### src/rtl/mem_access_unit_pkg.sv
// Shared definitions for the load/store front end: size codes, FSM states,
// and the legality / store-merge helpers used by mem_access_unit.
package mem_access_unit_pkg;

    localparam logic [1:0] SZ_BYTE = 2'b00;
    localparam logic [1:0] SZ_HALF = 2'b01;
    localparam logic [1:0] SZ_WORD = 2'b10;

    typedef enum logic [2:0] {
        ST_IDLE,
        ST_ACCESS,
        ST_RMW_RD,
        ST_RMW_WR,
        ST_RESP
    } state_t;

    function automatic logic req_illegal(input logic [1:0] size, input logic [1:0] off);
        logic bad;
        case (size)
            SZ_BYTE: bad = 1'b0;
            SZ_HALF: bad = off[0];
            SZ_WORD: bad = (off != 2'b00);
            default: bad = 1'b1;
        endcase
        return bad;
    endfunction

    // Replace the addressed byte/half of an existing word with new store data.
    function automatic logic [31:0] merge_lane(input logic [31:0] word,
                                               input logic [31:0] wdata,
                                               input logic [1:0]  size,
                                               input logic [1:0]  off);
        logic [31:0] m;
        m = word;
        case (size)
            SZ_BYTE: m[{off, 3'b000} +: 8]     = wdata[7:0];
            SZ_HALF: m[{off[1], 4'b0000} +: 16] = wdata[15:0];
            default: m = wdata;
        endcase
        return m;
    endfunction

endpackage

### src/rtl/mem_access_unit_if.sv
// CPU-side request/response bundle of the load/store front end.
interface mem_access_unit_if #(
    parameter int AW = 10
) ();
    logic          req_valid;
    logic          req_ready;
    logic          req_we;
    logic [1:0]    req_size;
    logic          req_unsigned;
    logic [AW-1:0] req_addr;
    logic [31:0]   req_wdata;
    logic          resp_valid;
    logic [31:0]   resp_rdata;
    logic          resp_err;

    modport master (
        output req_valid, req_we, req_size, req_unsigned, req_addr, req_wdata,
        input  req_ready, resp_valid, resp_rdata, resp_err
    );

    modport slave (
        input  req_valid, req_we, req_size, req_unsigned, req_addr, req_wdata,
        output req_ready, resp_valid, resp_rdata, resp_err
    );
endinterface

### src/rtl/mem_access_unit_load_extend.sv
// Selects the addressed byte/half lane of a memory word and sign/zero-extends it.
module load_extend
    import mem_access_unit_pkg::*;
(
    input  logic [31:0] word,
    input  logic [1:0]  offset,
    input  logic [1:0]  size,
    input  logic        is_unsigned,
    output logic [31:0] ext
);
    logic [7:0]  byte_v;
    logic [15:0] half_v;
    logic        sgn;

    always_comb begin
        byte_v = word[{offset, 3'b000} +: 8];
        half_v = word[{offset[1], 4'b0000} +: 16];
        sgn    = 1'b0;
        ext    = word;
        case (size)
            SZ_BYTE: begin
                sgn = byte_v[7] & ~is_unsigned;
                ext = {{24{sgn}}, byte_v};
            end
            SZ_HALF: begin
                sgn = half_v[15] & ~is_unsigned;
                ext = {{16{sgn}}, half_v};
            end
            default: ext = word;
        endcase
    end
endmodule

### src/rtl/mem_access_unit.sv
// Load/store front end for the word-wide dm_1k: byte/half loads are extracted
// and extended, byte/half stores are done as a read-modify-write of the word.
module mem_access_unit
    import mem_access_unit_pkg::*;
#(
    parameter int AW = 10
) (
    input  logic                clk,
    input  logic                rst_n,
    mem_access_unit_if.slave    bus,
    output logic [AW-1:0]       dm_addr,
    output logic [31:0]         dm_din,
    output logic                dm_we,
    input  logic [31:0]         dm_dout
);
    state_t        state, state_nxt;
    logic          we_q;
    logic [1:0]    size_q;
    logic          uns_q;
    logic [AW-1:0] addr_q;
    logic [31:0]   wdata_q;
    logic [31:0]   merge_q;
    logic [31:0]   load_val;
    logic [AW-1:0] base;
    logic          accept;
    logic          illegal_in;

    assign base       = {addr_q[AW-1:2], 2'b00};
    assign accept     = (state == ST_IDLE) && bus.req_valid;
    assign illegal_in = req_illegal(bus.req_size, bus.req_addr[1:0]);

    load_extend u_load_extend (
        .word        (dm_dout),
        .offset      (addr_q[1:0]),
        .size        (size_q),
        .is_unsigned (uns_q),
        .ext         (load_val)
    );

    always_ff @(posedge clk or negedge rst_n) begin
        if (!rst_n) begin
            state <= ST_IDLE;
        end else begin
            state <= state_nxt;
        end
    end

    // All memory-facing outputs decode straight from the state register, so an
    // async reset removes dm_we immediately and aborts a pending RMW write.
    always_comb begin
        state_nxt      = state;
        bus.req_ready  = 1'b0;
        bus.resp_valid = 1'b0;
        dm_addr        = '0;
        dm_we          = 1'b0;
        dm_din         = '0;
        case (state)
            ST_IDLE: begin
                bus.req_ready = 1'b1;
                if (bus.req_valid) begin
                    if (illegal_in)
                        state_nxt = ST_RESP;
                    else if (bus.req_we && (bus.req_size != SZ_WORD))
                        state_nxt = ST_RMW_RD;
                    else
                        state_nxt = ST_ACCESS;
                end
            end
            ST_ACCESS: begin
                dm_addr = base;
                if (we_q) begin
                    dm_we  = 1'b1;
                    dm_din = wdata_q;
                end
                state_nxt = ST_RESP;
            end
            ST_RMW_RD: begin
                dm_addr   = base;
                state_nxt = ST_RMW_WR;
            end
            ST_RMW_WR: begin
                dm_addr   = base;
                dm_we     = 1'b1;
                dm_din    = merge_lane(merge_q, wdata_q, size_q, addr_q[1:0]);
                state_nxt = ST_RESP;
            end
            ST_RESP: begin
                bus.resp_valid = 1'b1;
                state_nxt      = ST_IDLE;
            end
            default: state_nxt = ST_IDLE;
        endcase
    end

    // Response registers hold until the next accept; stores and errors report 0.
    always_ff @(posedge clk or negedge rst_n) begin
        if (!rst_n) begin
            bus.resp_rdata <= '0;
            bus.resp_err   <= 1'b0;
        end else if (accept) begin
            bus.resp_rdata <= '0;
            bus.resp_err   <= illegal_in;
        end else if ((state == ST_ACCESS) && !we_q) begin
            bus.resp_rdata <= load_val;
        end
    end

    always_ff @(posedge clk) begin
        if (accept) begin
            we_q    <= bus.req_we;
            size_q  <= bus.req_size;
            uns_q   <= bus.req_unsigned;
            addr_q  <= bus.req_addr;
            wdata_q <= bus.req_wdata;
        end
        if (state == ST_RMW_RD) begin
            merge_q <= dm_dout;
        end
    end
endmodule

### src/flat_wrapper.sv
// flat-port wrapper written by rule: the top's interface ports become plain ports
module mem_access_unit_flat import mem_access_unit_pkg::*;
#(
    parameter int AW = 10
)
  (clk, rst_n, dm_addr, dm_din, dm_we, dm_dout, bus_req_valid, bus_req_we, bus_req_size, bus_req_unsigned, bus_req_addr, bus_req_wdata, bus_req_ready, bus_resp_valid, bus_resp_rdata, bus_resp_err);
  mem_access_unit_if #(.AW(AW)) bus_i ();
  input  logic clk;
  input  logic rst_n;
  output logic [AW-1:0] dm_addr;
  output logic [31:0] dm_din;
  output logic dm_we;
  input  logic [31:0] dm_dout;
  input wire logic [$bits(bus_i.req_valid)-1:0] bus_req_valid;
  input wire logic [$bits(bus_i.req_we)-1:0] bus_req_we;
  input wire logic [$bits(bus_i.req_size)-1:0] bus_req_size;
  input wire logic [$bits(bus_i.req_unsigned)-1:0] bus_req_unsigned;
  input wire logic [$bits(bus_i.req_addr)-1:0] bus_req_addr;
  input wire logic [$bits(bus_i.req_wdata)-1:0] bus_req_wdata;
  output wire logic [$bits(bus_i.req_ready)-1:0] bus_req_ready;
  output wire logic [$bits(bus_i.resp_valid)-1:0] bus_resp_valid;
  output wire logic [$bits(bus_i.resp_rdata)-1:0] bus_resp_rdata;
  output wire logic [$bits(bus_i.resp_err)-1:0] bus_resp_err;
  assign bus_i.req_valid = bus_req_valid;
  assign bus_i.req_we = bus_req_we;
  assign bus_i.req_size = bus_req_size;
  assign bus_i.req_unsigned = bus_req_unsigned;
  assign bus_i.req_addr = bus_req_addr;
  assign bus_i.req_wdata = bus_req_wdata;
  assign bus_req_ready = bus_i.req_ready;
  assign bus_resp_valid = bus_i.resp_valid;
  assign bus_resp_rdata = bus_i.resp_rdata;
  assign bus_resp_err = bus_i.resp_err;
  mem_access_unit #(.AW(AW)) u_core (.clk(clk), .rst_n(rst_n), .bus(bus_i), .dm_addr(dm_addr), .dm_din(dm_din), .dm_we(dm_we), .dm_dout(dm_dout));
endmodule
### config.mk
export PLATFORM = sky130hd
export DESIGN_NAME = mem_access_unit_flat
export DESIGN_NICKNAME = d
export VERILOG_FILES = /design/src/rtl/mem_access_unit_pkg.sv /design/src/rtl/mem_access_unit_if.sv /design/src/rtl/mem_access_unit_load_extend.sv /design/src/rtl/mem_access_unit.sv /design/src/flat_wrapper.sv
export SDC_FILE = /design/constraint.sdc
export NUM_CORES = 1
export LEC_CHECK = 0
export CELL_PAD_IN_SITES_DETAIL_PLACEMENT = 1
export CELL_PAD_IN_SITES_GLOBAL_PLACEMENT = 1
export CORE_MARGIN = 1
export CORE_UTILIZATION = 41
export DETAILED_ROUTE_END_ITERATION = 12
export GPL_TIMING_DRIVEN = 0
export MAX_ROUTING_LAYER = met4
export PLACE_DENSITY = 0.84
export SYNTH_ARGS = -nofsm -noshare
export SYNTH_HDL_FRONTEND = slang
export SYNTH_HIERARCHICAL = 1
export SYNTH_SLANG_ARGS = --single-unit
### constraint.sdc
create_clock -name clk -period 7.15 [get_ports clk]
set_clock_uncertainty 0.1 [all_clocks]
set_input_delay 1.43 -clock clk [delete_from_list [all_inputs] [get_ports clk]]
set_output_delay 1.43 -clock clk [all_outputs]
set_load 0.02 [all_outputs]
==> out/summary.txt <==
Cell Count, Final, Fillers Out: 905
Number of enable flip-flop cells after synthesis: 78
Register area: 3243 sq um
Outcome: finished, final reports clean
Ys flop type: edfxtp_1
Worst-path fanout max: 10
Final hold viol count: 0
Post-CTS setup buffers: 0
Tot GR Track Use: 31.58%
Starting DRT DRC Count: 406
Grt ovf: 0
Vias per cell: 5.905
Routed len/inst: 24.45 um
R2r worst-path depth: 5
Placement Cell Area: 7833 sq um
Total Wirelength: 22,120 um
Final GP Congestion: 0.9209
Top cells by area, synth: edfxtp_1, dfrtp_1, a22o_1
Die ar.: 15,170 sq um
Antenna viol nets, final: 0
Detailed Routing Iterations Pass 1: 5
Asr flop ratio synth: 31.58%
Setup TNS: 0 ps
Register clock-pin slew on the reported worst setup and hold paths: 60 ps
Final setup viols: 0
# rows: 43
Power Dens Cells: 391.5 nW/um^2
Fmax achieved: 191.2 MHz
IO Port Bufs: 156
Pre-CTS setup slack: 2428 ps
VDD IR max: 198.5 uV
CP Capture Type: primary output
Worst Path Required: 5620 ps
Initial Util: 42.70%
Largest net degree at the start of global routing: 48
First-pass GRT wire length: 33,640 um
Clock tree buffer depth: 2
Tmin final: 5231 ps
Post-synthesis cell type count: 51
HP Class: reg -> reg
Worst Max-Slew Pin Slew: 1189 ps
Synth warn: 6
P&R area growth vs syn: 39.58%
Final instance area: 8402 sq um
DP Cell Count: 873
FF+latch count, synth: 114
Worst skew pair latency: 430 ps
Die height: 123.2 um
Max_cap viols: 0
DRC Markers: 0
Synthesized cell area: 6020 sq um
Most frequent cells in the layout: clkdlybuf4s50_1, edfxtp_1, nand2_1
Die W: 123.2 um
CTS Buf Count: 17
Post-Syn Instances: 534
Sequential fraction of the synthesis area: 53.88%
Avg Cell Area, Syn: 11.27 sq um
Minimum hold slack: 387.6 ps
Final cycle utilization of the critical path: 73.16%
Dominant cell type by area after synthesis: edfxtp_1
HPWL Detailed: 15,830 um
Rel. slew slack: 20.70%
Critical path startpoint category: register
Cts repair resizes: 0
Leakage: 3.161 nW
# fillers: 1,507
Final Max Slew Viols: 0
Antenna Cells: 0
Top cell type's share of synthesized area: 38.91%
Clk root buf: clkbuf_16
Crit Path Class: reg -> out
CTS H-tree depth: 4
Hold Crit Depth: 1
Nets: 798
Vias: 5,344
CTS tree: built
Most common cell after layout, fill and taps aside: clkdlybuf4s50_1
WP data arrival: 3700 ps
Initial antenna violation count: 0
Layout cell share with drive strength beyond 1: 14.07%
Clock sinks: 114
IO Pins: 159
Final setup margin: 1919 ps
Cts hold-fix bufs: 0
CORE AREA: 14,100 sq um
Area of the multi-input gates: 2484 sq um
Number of global-route vias before repair: 5,809
Unrepaired setup endpoints after global routing: false
layer usage:
metal,GRT usage [%],routed length [um],up-vias
li1,-,-,2369
met1,37.09,9150,2696
met2,52.37,11140,231
met3,6.550,1199,48
met4,13.63,636,0
met5,-,0,-
area by class of cell:
cell class | count | share of cell area [%]
clock inverter | 13 | 1.623
sequential | 114 | 38.60
buffer | 39 | 2.829
clock buffer | 19 | 5.153
tap | 180 | 2.681
multi-input combinational | 365 | 29.56
timing repair buffer | 158 | 18.79
inverter | 17 | 0.7595
Yosys cell counts (all sizes together) (11+ instances only):
master  number
edfxtp      78
a21oi       61
nand2       54
a22o        38
dfrtp       36
nor2b       36
buf         33
o21ai       25
o221ai      23
mux2i       18
nor2        18
inv         17
and2        11
mux2        11
nor3b       11
state kept, by name, indices dropped and copies added, names as in the netlist, 2 cells and up:
signal / count
u_core/addr_q: 10
u_core/state: 3
u_core/wdata_q: 32
u_core/size_q: 2
u_core/bus.resp_rdata: 32
u_core/merge_q: 32
where the power goes:
group | leakage [nW] | switching (W) | internal (W)
Sequential | 1.22 | 0.000151 | 0.000937
Clock | 0.249 | 0.000320 | 0.000509
Combinational | 1.70 | 0.000788 | 0.000585
Total | 3.16 | 0.00126 | 0.00203
final timing paths:
check | startpoint | slack [ps] | endpoint
max | u_core/addr_q[1]$_DFFE_PP_ | 1920 | dm_din[14]
min | u_core/bus.resp_err$_DFFE_PN0P_ | 390 | u_core/bus.resp_err$_DFFE_PN0P_
max reg2reg | u_core/state[1]$_DFFE_PN0P_ | 4570 | u_core/bus.resp_err$_DFFE_PN0P_
min reg2reg | u_core/bus.resp_err$_DFFE_PN0P_ | 390 | u_core/bus.resp_err$_DFFE_PN0P_
max in group asynchronous | rst_n | 5420 | u_core/bus.resp_rdata[21]$_DFFE_PN0P_
min in group asynchronous | rst_n | 1010 | u_core/bus.resp_rdata[11]$_DFFE_PN0P_
logic make-up after synthesis:
| family | share of synthesized area [%] |
|---|---|
| AOI/OAI and AO/OA | 21.39 |
| and+or+nand+nor | 13.57 |
| DFF | 53.88 |
| buffers and inverters | 5.009 |
| muxes | 5.051 |
| adders and majority gates | 1.039 |
| other | 0.06230 |
metrics by stage:
step,power (W),utilization (%)
6_report,0.003289,59.60
5_1_grt,0.003429,59.60
4_1_cts,0.003302,59.60
3_5_place_dp,0.002437,55.57
3_3_place_gp,0.002374,55.41
2_1_floorplan,0.001847,-
worst max-delay path, cell delays in order, from the launching register on:
cell	delay [ps]
edfxtp_1	570
buf_2	280
inv_2	160
ha_1	240
buf_2	210
nor3b_1	280
and3_1	290
nand3_2	210
o221ai_1	350
clkdlybuf4s50_1	670
Power figures use the tool's default switching activity.
